--- src/rtl/mem_arbiter_pkg.sv ---
// Shared definitions for the two-requester memory arbiter: FSM states,
// access-size encodings and owner tags.
package mem_arbiter_pkg;

  typedef enum logic [2:0] {
    ST_IDLE   = 3'd0,
    ST_ADDR_D = 3'd1,
    ST_ADDR_I = 3'd2,
    ST_WAIT_D = 3'd3,
    ST_WAIT_I = 3'd4
  } arb_state_e;

  localparam logic [1:0] SIZE_1B = 2'd0;
  localparam logic [1:0] SIZE_2B = 2'd1;
  localparam logic [1:0] SIZE_4B = 2'd2;

  localparam logic OWNER_D = 1'b0;
  localparam logic OWNER_I = 1'b1;

endpackage

--- src/rtl/mem_arb_pick.sv ---
// Two-way round-robin grant: a lone requester always wins, and a tie goes to
// whichever side did not own the last completed transaction.
module mem_arb_pick
  import mem_arbiter_pkg::*;
(
  input  logic req_d,
  input  logic req_i,
  input  logic last_owner,
  output logic gnt_d,
  output logic gnt_i
);

  assign gnt_d = req_d & (~req_i | (last_owner == OWNER_I));
  assign gnt_i = req_i & (~req_d | (last_owner == OWNER_D));

endmodule

--- src/rtl/mem_arbiter.sv ---
// Arbitrates an instruction-fetch port and a load/store port onto one shared
// memory port, keeping at most one transaction outstanding.
module mem_arbiter
  import mem_arbiter_pkg::*;
(
  input  logic        clk,
  input  logic        resetn,
  input  logic        inst_req,
  input  logic [31:0] inst_addr,
  output logic        inst_addr_ok,
  output logic        inst_data_ok,
  input  logic        data_req,
  input  logic        data_wr,
  input  logic [1:0]  data_size,
  input  logic [3:0]  data_wstrb,
  input  logic [31:0] data_addr,
  input  logic [31:0] data_wdata,
  output logic        data_addr_ok,
  output logic        data_data_ok,
  output logic [31:0] rdata,
  output logic        mem_req,
  output logic        mem_wr,
  output logic [1:0]  mem_size,
  output logic [3:0]  mem_wstrb,
  output logic [31:0] mem_addr,
  output logic [31:0] mem_wdata,
  input  logic        mem_addr_ok,
  input  logic        mem_data_ok,
  input  logic [31:0] mem_rdata
);

  arb_state_e r_state;
  arb_state_e w_next_state;
  logic       r_last_owner;
  logic       w_next_owner;
  logic       w_gnt_d;
  logic       w_gnt_i;

  mem_arb_pick u_pick (
    .req_d      (data_req),
    .req_i      (inst_req),
    .last_owner (r_last_owner),
    .gnt_d      (w_gnt_d),
    .gnt_i      (w_gnt_i)
  );

  always_ff @(posedge clk or negedge resetn) begin
    if (!resetn) begin
      r_state      <= ST_IDLE;
      r_last_owner <= OWNER_I;
    end else begin
      r_state      <= w_next_state;
      r_last_owner <= w_next_owner;
    end
  end

  // Handshakes pass straight through from the shared port to the current owner.
  always_comb begin
    w_next_state = r_state;
    w_next_owner = r_last_owner;
    inst_addr_ok = 1'b0;
    inst_data_ok = 1'b0;
    data_addr_ok = 1'b0;
    data_data_ok = 1'b0;
    rdata        = 32'h0000_0000;
    mem_req      = 1'b0;
    mem_wr       = 1'b0;
    mem_size     = SIZE_1B;
    mem_wstrb    = 4'b0000;
    mem_addr     = 32'h0000_0000;
    mem_wdata    = 32'h0000_0000;

    case (r_state)
      ST_IDLE: begin
        if (w_gnt_d) begin
          w_next_state = ST_ADDR_D;
        end else if (w_gnt_i) begin
          w_next_state = ST_ADDR_I;
        end else begin
          w_next_state = ST_IDLE;
        end
      end

      ST_ADDR_D: begin
        mem_req   = data_req;
        mem_wr    = data_wr;
        mem_size  = data_size;
        mem_wstrb = data_wstrb;
        mem_addr  = data_addr;
        mem_wdata = data_wdata;
        if (!data_req) begin
          w_next_state = ST_IDLE;
        end else if (mem_addr_ok) begin
          data_addr_ok = 1'b1;
          w_next_state = ST_WAIT_D;
        end else begin
          w_next_state = ST_ADDR_D;
        end
      end

      ST_ADDR_I: begin
        mem_req  = inst_req;
        mem_size = SIZE_4B;
        mem_addr = inst_addr;
        if (!inst_req) begin
          w_next_state = ST_IDLE;
        end else if (mem_addr_ok) begin
          inst_addr_ok = 1'b1;
          w_next_state = ST_WAIT_I;
        end else begin
          w_next_state = ST_ADDR_I;
        end
      end

      ST_WAIT_D: begin
        if (mem_data_ok) begin
          data_data_ok = 1'b1;
          rdata        = mem_rdata;
          w_next_owner = OWNER_D;
          w_next_state = ST_IDLE;
        end else begin
          w_next_state = ST_WAIT_D;
        end
      end

      ST_WAIT_I: begin
        if (mem_data_ok) begin
          inst_data_ok = 1'b1;
          rdata        = mem_rdata;
          w_next_owner = OWNER_I;
          w_next_state = ST_IDLE;
        end else begin
          w_next_state = ST_WAIT_I;
        end
      end

      default: begin
        w_next_state = ST_IDLE;
      end
    endcase
  end

endmodule

--- config.mk ---
export PLATFORM = sky130hd
export DESIGN_NAME = mem_arbiter
export DESIGN_NICKNAME = d
export VERILOG_FILES = /design/src/rtl/mem_arbiter_pkg.sv /design/src/rtl/mem_arb_pick.sv /design/src/rtl/mem_arbiter.sv
export SDC_FILE = /design/constraint.sdc
export NUM_CORES = 1
export LEC_CHECK = 0
export CAP_MARGIN = 20
export CORE_AREA = 3 3 96 98
export CTS_CLUSTER_DIAMETER = 40
export CTS_CLUSTER_SIZE = 40
export DETAILED_ROUTE_END_ITERATION = 8
export DIE_AREA = 0 0 99 101
export MAX_ROUTING_LAYER = met4
export PLACE_DENSITY = 0.75
export SETUP_SLACK_MARGIN = 0.4
export SKIP_CTS_REPAIR_TIMING = 1
export SYNTH_ARGS = -nofsm -noshare
export SYNTH_HDL_FRONTEND = slang
export SYNTH_SLANG_ARGS = --single-unit
--- constraint.sdc ---
create_clock -name clk -period 4.3 [get_ports clk]
set_clock_uncertainty 0.15 [all_clocks]
set_input_delay 0.86 -clock clk [delete_from_list [all_inputs] [get_ports clk]]
set_output_delay 0.86 -clock clk [all_outputs]
set_load 0.01 [all_outputs]
---- Word-level counts from Yosys, hierarchy flattened ----
Index checks and enable logic that the tools add are counted.
storage, ports and cells
  word-level logic and storage cells ...... 47
  bits in writable memories ............... 0
  input port bits ......................... 141
  bits in read-only memories .............. 0
  bits in registers ....................... 4
  memories ................................ 0
  latch bits .............................. 0
cells by class
  div/mod/pow operators ................... 0
  bitwise operators ....................... 7
  multiplexer cells ....................... 28
  equal/unequal tests ..................... 6
  shift operators ......................... 0
  reductions and logical operators ........ 4
  $add $sub $neg .......................... 0
  multiply operators ...................... 0
  $lt $le $gt $ge ......................... 0
operators by type and width
  operator                                                                count
  32-bit two-way mux                                                      3
  32-bit one-hot mux with 2 select lines                                  1
  3-bit one-hot mux with 5 select lines                                   1
  1-bit two-way mux                                                       11
  2-bit two-way mux                                                       5
  3-bit two-way mux                                                       3
  3-bit by 2-bit equality test with 1-bit output (second input constant)  2
  4-bit two-way mux                                                       1
  2-bit inequality test (second input constant)                           2
  1-bit one-hot mux with 2 select lines                                   2
  2-bit one-hot mux with 2 select lines                                   1
  3-bit by 1-bit equality test with 1-bit output (second input constant)  1
  3-bit equality test (second input constant)                             1
  3-bit logical NOT                                                       1
  1-bit inverter                                                          3
  3-bit AND reduction                                                     1
  1-bit AND                                                               2
  1-bit bitwise OR                                                        2
  2-bit nonzero test                                                      1
  2-bit OR reduction                                                      1

---- Depth between registers and ports, before layout ----
Gate-level depths: netlist (run 1).
  word-level depth ........................ 6
  mapped depth ............................ 6

---- Hierarchy ----
Synthesis (run 1) repeated with hierarchy kept, for this count alone.
unflattened totals
  cell total of the unflattened synthesis .. 154
  area, all modules ....................... 1117.3 µm²
modules (own cells, without submodules)
  module        times used  area an instance (µm²)  cells each  seq. area each (µm²)
  mem_arbiter   1           1098.6                  151         101.3
  mem_arb_pick  1           18.8                    3           0.0

---- Worst setup path before layout (run 1) ----
OpenSTA, ideal clock, no wires.
  kind .................................... input to output
  start ................................... input inst_req
  end ..................................... output inst_addr_ok
  buffers on the path ..................... 0
  required time ........................... 3.290 ns
  arrival ................................. 1.405 ns
  slack ................................... 1.885 ns
  stages .................................. 2
  path through ............................ nor4bb_1 and2_1
on the way
  cells in the longest elaborated chain, start to end .. 2
RTL lines
  element             line                source
  start: declaration  mem_arbiter.sv:8    input logic inst_req,
  1-bit two-way mux   mem_arbiter.sv:105  if (!inst_req) begin
  1-bit two-way mux   mem_arbiter.sv:73   case (r_state)
  end: declaration    mem_arbiter.sv:10   output logic inst_addr_ok,
Every way passes these cells.

---- Worst setup path in the final report (run 1) ----
  start ................................... register r_state[1]
  end ..................................... output mem_addr[22]
on the way
  cells in the longest elaborated chain, start to end .. 2
RTL lines
  element                                                                                                                  line               source
  start: declaration                                                                                                       mem_arbiter.sv:32  arb_state_e r_state;
  start signal: assignment                                                                                                 mem_arbiter.sv:52  r_state <= w_next_state;
  3-bit by 2-bit equality test with 1-bit output / 3-bit by 1-bit equality test with 1-bit output (equally long branches)  mem_arbiter.sv:73
  32-bit one-hot mux with 2 select lines (*)                                                                               mem_arbiter.sv:73
  end: declaration                                                                                                         mem_arbiter.sv:25  output logic [31:0] mem_addr,
Every way passes the cells marked *; elsewhere a longest branch is shown, timed or not.

==> impl_results.md, run 1 <==
* Hold depth at 2
* Diodes inserted at 0
* Tightest Pin Transition at 0.592 ns
* Hpwl dp at 6710 um
* Die area at 10000 um2
* Num Clock Sinks at 4
* Critical path arrival at 2.62 ns
* Time the worst path needs with I/O delays and setup at around 3.6 ns
* Slowest cell delay on critical path at 0.56 ns
* Count of unresolved DRC violations after routing at 0
* Placer congestion estimate at between 0.8 and 0.9
* Seq/Total Area, Yosys at 9.02%
* Layout net count at 533
* Mean routed wirelength per cell at 15.2 um
* Clock Pin Slew Worst Setup and Hold Paths at 0.04 ns
* Global-route wire length before repair at 11100 um
* Via count at 2064
* Row count at 34
* Net count of the mapped netlist at 292
* Total clock buffers created by CTS at 3
* Number of DRC markers after the initial detailed-route iteration at 33
* Cell type contributing the most total cell area after synthesis: sky130_fd_sc_hd__and2_1
* Detailed-route wire length on metal 1 at about 2800 um
* Post-synthesis cell count at 151
* Uppermost signal routing layer after detailed routing: met4
* Crit-path cells: nor2b_1 > nor2b_2 > buf_4 > a22o_1 > clkdlybuf4s50_1
* Maximum buffer depth of the clock tree at 2
* Mean number of vias per cell at 4.14
* Hold Violations, Final at 0
* VDD IR max at 209 uV
* Setup-failing EPs final at 0
* Global router's overall resource usage at 14.2%
* Synth unique cells at 24
* Hold path start: r_last_owner$_DFFE_PN1P_
* Max Slew Vio Count at 0
* Clk Latency, worst-skew pair at 0.22 ns
* P&R area growth vs syn at 231%
* Final period utilization at 84.4%
* Reg2Reg Setup Slack at 2.59 ns
* Total area of multi-input combinational cells at between 900 and 1000 um2
* Filler-free cell count of the finished design at around 500
* Max cap viols at 0
* Remaining antenna violation count at 0
* Max_slew headroom at 60.3%
* Slowest CP cell: sky130_fd_sc_hd__clkdlybuf4s50_1
* Areal power density over the cells at 384 nW/um2
* Via count of the first global-routing pass at approximately 2200
* Wire length reported by the detailed router at approximately 7600 um
* Routed met3 length at 691 um
* Number of detailed-routing iterations run before antenna repair at 4
* Critical path capture point type: output port
* Mean instance size in the synthesized netlist at approximately 7.4 um2
* Filler instances at 831
* Data required time at the worst endpoint at 3.29 ns
* Path type of the worst setup path: reg2out
* Floorplan die height at approximately 100 um
* Setup repair after global routing missed its margin: false
* Initial antenna violation count at 0
* Count of placed standard cells including taps at 495
* Number of warnings printed during yosys synthesis at 0
* Capture point of the worst reg-to-reg path: r_state[1]$_DFF_PN0_
* Top Ports at around 250
* Die Wd at just under 100 um
* Result of the run: completed
* Maximum number of pins on one net before global-route repair at 38
* Post-Syn Area at 1120 um2
* Startpoint class of the critical path: flip-flop
* #FFs+latches synth at 4
* Final-layout setup total negative slack at 0 ns
* Layout cell share with drive strength beyond 1 at 2.56%
* Level count of the clock H-tree at 1
* Overall overflow remaining after global route at 0
* Core Area at 8550 um2
* Cells taking the most area after synthesis: sky130_fd_sc_hd__and2_1 40%, sky130_fd_sc_hd__a22o_1 25%, sky130_fd_sc_hd__dfrtp_1 6.7%, sky130_fd_sc_hd__buf_4 5.3%, sky130_fd_sc_hd__clkbuf_2 3.1%
* Static power due to leakage at 1.44 nW
* Length of routed met2 wiring at between 4000 and 5000 um
* Path category of the worst min-delay check: reg2reg
* Highest attainable clock frequency at 0.276 GHz
* Area share of the largest cell type after synthesis at 40.1%
* Worst Hold End: r_last_owner$_DFFE_PN1P_
* Maximum fanout along the worst path at 23
* Clock tree from TritonCTS: done
* Root cell of the clock tree: sky130_fd_sc_hd__clkbuf_8
* Post-route worst hold slack at between 0.3 and 0.4 ns
* Initial cell density of the core at between 10% and 20%
* Port Buffer Count at 248
* Storage cell area at 101 um2
* Cell count of the worst reg-to-reg path at 4
* Reg-to-reg critical path startpoint: r_state[0]$_DFF_PN0_
==> state kept, by name, summed over array words and instances, names as in the netlist <==
register	count
r_state	3
r_last_owner	1
==> layer usage <==
layer / GRT usage, % / up-vias
li1: - / 1005
met1: 15.9 / 926
met2: 25.8 / 131
met3: 3.39 / 2
met4: 2.73 / 0
met5: - / -
==> where the power goes <==
part / internal [W] / switching (W) / total, W
logic: 0.000754 / 0.000503 / 0.00126
registers: 0.0000554 / 0.0000299 / 0.0000853
clock network: 0.0000633 / 0.0000200 / 0.0000833
==> synth_stat cells <==
master / number
sky130_fd_sc_hd__a2111o_1: 1
sky130_fd_sc_hd__a211o_1: 1
sky130_fd_sc_hd__a21o_1: 2
sky130_fd_sc_hd__a21oi_1: 1
sky130_fd_sc_hd__a22o_1: 32
sky130_fd_sc_hd__a31oi_1: 1
sky130_fd_sc_hd__and2_1: 72
sky130_fd_sc_hd__and3_1: 1
sky130_fd_sc_hd__and3b_1: 1
sky130_fd_sc_hd__buf_2: 1
sky130_fd_sc_hd__buf_4: 8
sky130_fd_sc_hd__clkbuf_2: 7
sky130_fd_sc_hd__dfrtp_1: 3
sky130_fd_sc_hd__dfstp_2: 1
sky130_fd_sc_hd__inv_1: 3
sky130_fd_sc_hd__nor2_1: 1
sky130_fd_sc_hd__nor2b_1: 5
sky130_fd_sc_hd__nor3_1: 1
sky130_fd_sc_hd__nor3b_1: 2
sky130_fd_sc_hd__nor3b_4: 1
sky130_fd_sc_hd__nor4bb_1: 2
sky130_fd_sc_hd__o21a_1: 1
sky130_fd_sc_hd__o21ai_0: 2
sky130_fd_sc_hd__o21bai_1: 1
==> worst max-delay path, delay by kind of cell, from the launching register on <==
family	cells	cell delay (ns)
AOI/OAI and AO/OA	1	0.18
buffers and inverters	2	0.93
DFF	1	0.52
and+or+nand+nor	2	0.76
==> logic make-up (layout without fill, tap and decap cells) <==
| family | count (synthesis) | count (layout) | synth area share [%] |
|---|---|---|---|
| buf+inv | 19 | 259 | 9.91 |
| compound gates | 42 | 42 | 31.3 |
| simple gates | 86 | 86 | 49.8 |
| flops | 4 | 4 | 9.02 |
==> placed cells by master (no fill, tap or decap), types with 2 or more instances in the layout <==
cell	netlist	layout
sky130_fd_sc_hd__a22o_1	32	32
sky130_fd_sc_hd__dfrtp_1	3	3
sky130_fd_sc_hd__o21ai_0	2	2
sky130_fd_sc_hd__and2_1	72	72
sky130_fd_sc_hd__inv_1	3	3
sky130_fd_sc_hd__buf_4	8	4
sky130_fd_sc_hd__nor4bb_1	2	2
sky130_fd_sc_hd__a21o_1	2	2
sky130_fd_sc_hd__clkbuf_8	0	3
sky130_fd_sc_hd__clkdlybuf4s50_1	0	248
sky130_fd_sc_hd__nor3b_1	2	2
sky130_fd_sc_hd__nor2b_1	5	4
==> per-stage QoR <==
step | area [um2] | util [%] | setup slack [ns] | total power [W]
3_5_place_dp | 3670 | 43.0 | 0.722 | 0.00136
2_1_floorplan | 1120 | - | 1.88 | 0.000649
5_1_grt | 3720 | 43.5 | 0.502 | 0.00152
4_1_cts | 3720 | 43.5 | 0.622 | 0.00145
3_3_place_gp | 3670 | 43.0 | 0.766 | 0.00135
6_report | 3720 | 43.5 | 0.672 | 0.00143
==> final cells by class <==
class                           count  area share [%]
Timing Repair Buffer              252            67.6
Multi-Input combinational cell    128            24.6
Tap cell                          108            3.63
Sequential cell                     4            2.73
Clock buffer                        4            1.21
Inverter                            3           0.303
==> worst max path at each step <==
stage,startpoint,to,slack (ns)
floorplan,inst_req,inst_addr_ok,1.88
global placement,mem_data_ok,rdata[17],0.77
detailed placement,mem_data_ok,rdata[2],0.72
CTS,r_state[1]$_DFF_PN0_,mem_addr[22],0.62
global route,r_state[1]$_DFF_PN0_,mem_addr[3],0.50
finish,r_state[1]$_DFF_PN0_,mem_addr[22],0.67
(Power assumes the default switching activity.)
==> run 2, diff against run 1 <==
- PLACE_DENSITY: 0.75 -> 0.77
- clock period: 4.3 -> 3.1 ns (I/O delays scaled with it)
==> impl_results.md, run 2 (synthesis results as in run 1) <==
* Maximum fanout along the worst path at 3 (-87%)
* Diodes inserted at 0 (unchanged)
* Initial antenna violation count at 0 (unchanged)
* Capture point of the worst reg-to-reg path: r_state[1]$_DFF_PN0_
* Global-route wire length before repair at 10900 um (-2.4%)
* Fin area at 4150 um2 (+12%)
* Storage cell area at 104 um2 (+2.5%)
* Mean routed wirelength per cell at 16.6 um (+9.5%)
* Mean number of vias per cell at 4.12 (-0.50%)
* Clk Latency, worst-skew pair at 0.22 ns (about the same)
* P&R area growth vs syn at 270%
* Data required time at the worst endpoint at 2.33 ns (-0.96 ns)
* Placer congestion estimate at 0.848 (-0.33%)
* Utilization of the core after routing at 48.6% (+5.1 points)
* Cell count of the worst reg-to-reg path at 5 (+1)
* Wire length reported by the detailed router at 8490 um (+12%)
* Slowest CP cell: sky130_fd_sc_hd__clkdlybuf4s50_1
* Overall overflow remaining after global route at 0 (unchanged)
* Max Slew Vio Count at 0 (unchanged)
* Count of unresolved DRC violations after routing at 0 (unchanged)
* Hpwl dp at 6610 um (-1.5%)
* Setup repair after global routing missed its margin: true
* Area after detailed placement at 3710 um2 (+0.89%)
* Tightest Pin Transition at 0.362 ns (-0.230 ns)
* Max_slew headroom at 75.5% (+15 points)
* Flip-flop count of the largest register, all copies and words added at 3 (unchanged)
* Critical path capture point type: output port
* Post-route worst hold slack at 0.338 ns (+0.00302 ns)
* Setup-failing EPs final at 0 (unchanged)
* Final period utilization at 91.4%
* CP delay by family, top: buffers and inverters
* Total clock buffers created by CTS at 3 (unchanged)
* Count of buffer and inverter cells on the critical path at 2 (unchanged)
* Result of the run: completed
* Reg-to-reg critical path startpoint: r_state[0]$_DFF_PN0_
* Critical path arrival at 2.06 ns (-0.56 ns)
* Worst Hold End: r_last_owner$_DFFE_PN1P_
* Port Buffer Count at 248 (unchanged)
* Commonest non-fill, non-tap cells in the layout: 162 x sky130_fd_sc_hd__clkdlybuf4s50_1, 86 x sky130_fd_sc_hd__dlymetal6s2s_1, 72 x sky130_fd_sc_hd__and2_1
* Maximum number of pins on one net before global-route repair at 41 (+7.9%)
* Number of DRC markers after the initial detailed-route iteration at 19 (-42%)
* Layout cell share with drive strength beyond 1 at 6.22% (+3.7 points)
* Level count of the clock H-tree at 1 (unchanged)
* Floorplan die height at 101 um (unchanged)
* Crit-path cells: clkdlybuf4s50_1 > nor4bb_4 > and2_1 > clkdlybuf4s50_1
* Max cap viols at 0 (unchanged)
* Most frequent standard cell in the layout excluding fill and tap cells: sky130_fd_sc_hd__clkdlybuf4s50_1
* Via count of the first global-routing pass at 2075 (-4.1%)
* Core Area at 8550 um2 (unchanged)
* Static power due to leakage at 2.93 nW (+100%)
* Num Clock Sinks at 4 (unchanged)
* Clock tree from TritonCTS: done
* Hold depth at 2 (unchanged)
* Startpoint class of the critical path: input port
* Filler instances at 780 (-6.1%)
* Via count at 2099 (+1.7%)
* Die area at 10000 um2 (unchanged)
* Layout net count at 544 (+2.1%)
* Global router's overall resource usage at 14.0% (-0.24 points)
* Time the worst path needs with I/O delays and setup at 2.83 ns
* Reg2Reg Setup Slack at 1.38 ns (-1.21 ns)
* Hold Violations, Final at 0 (unchanged)
* Slowest cell delay on critical path at 0.54 ns (-0.02 ns)
* Die Wd at 99 um (unchanged)
* Top Ports at 249 (unchanged)
* Areal power density over the cells at 523 nW/um2 (+36%)
* Hold path start: r_last_owner$_DFFE_PN1P_
* Depth of the critical timing path with buffers and inverters included at 4 (-1)
* Total area of multi-input combinational cells at 941 um2 (+3.0%)
* Library cell appearing most often on the critical path: sky130_fd_sc_hd__clkdlybuf4s50_1
* Row count at 34 (unchanged)
* VDD IR max at 323 uV (+55%)
* Register name with the most flops: r_state
* Maximum buffer depth of the clock tree at 2 (unchanged)
* Final-layout setup total negative slack at 0 ns (unchanged)
* Path type of the worst setup path: in2out
* Top flop regs: r_state x3, r_last_owner x1
* Clock Pin Slew Worst Setup and Hold Paths at 0.03 ns (about the same)
* Remaining antenna violation count at 0 (unchanged)
* Initial cell density of the core at 13.1% (unchanged)
* Number of detailed-routing iterations run before antenna repair at 4 (unchanged)
* Path category of the worst min-delay check: reg2reg
* Highest attainable clock frequency at 0.353 GHz
* Root cell of the clock tree: sky130_fd_sc_hd__clkbuf_8
==> run 2: cell count changes in the layout (fill, tap and decap cells not counted), sizes merged <==
| cell | before | now |
|---|---|---|
| clkdlybuf4s50 | 248 | 162 |
| dlymetal6s2s | 0 | 86 |
| buf | 4 | 11 |
| clkbuf | 4 | 8 |
==> run 2: power by group <==
part	switching [W]	internal [W]	leakage [nW]
logic	0.000775	0.00116	2.86
registers	0.0000353	0.0000788	0.0465
clock network	0.0000321	0.0000883	0.0228
==> run 2: worst max path at each step <==
stage / from / endpoint / slack, ns
2_1_floorplan: r_state[1]$_DFF_PN0_ / mem_addr[10] / 1.09
3_3_place_gp: mem_data_ok / rdata[28] / 0.09
3_5_place_dp: inst_req / inst_addr_ok / 0.03
4_1_cts: inst_req / inst_addr_ok / 0.04
5_1_grt: inst_req / inst_addr_ok / 0.21
6_report: inst_req / inst_addr_ok / 0.27
==> run 2: layout make-up <==
class	instances	share of cell area (%)
flip-flops and latches	4	2.50
inverters	3	0.271
clock buffers	4	1.08
multi-input cells	128	22.7
well taps	108	3.25
repair buffers	263	70.2
==> run 2: layer usage <==
layer  up-vias  routed length [um]  GRT usage, %
li1       1023                   -             -
met1       924                3080          15.6
met2       142                4470          25.2
met3        10                 770          2.77
met4         0                 163          3.99
met5         -                   0             -
==> run 2: worst reg2reg max path, cell delays in order, from the launching register on <==
cell and delay, ns:
sky130_fd_sc_hd__dfrtp_2 0.48, sky130_fd_sc_hd__nor3b_4 0.19, sky130_fd_sc_hd__buf_4 0.14, sky130_fd_sc_hd__buf_12 0.14
sky130_fd_sc_hd__and3_1 0.19, sky130_fd_sc_hd__a2111o_1 0.30
==> run 2: stage by stage <==
stage | power [W] | setup slack, ns | std cells
6_report | 0.00217 | 0.266 | 510
2_1_floorplan | 0.000900 | 1.09 | 151
5_1_grt | 0.00230 | 0.209 | 510
3_3_place_gp | 0.00188 | 0.0937 | 496
4_1_cts | 0.00203 | 0.0357 | 500
3_5_place_dp | 0.00190 | 0.0343 | 496
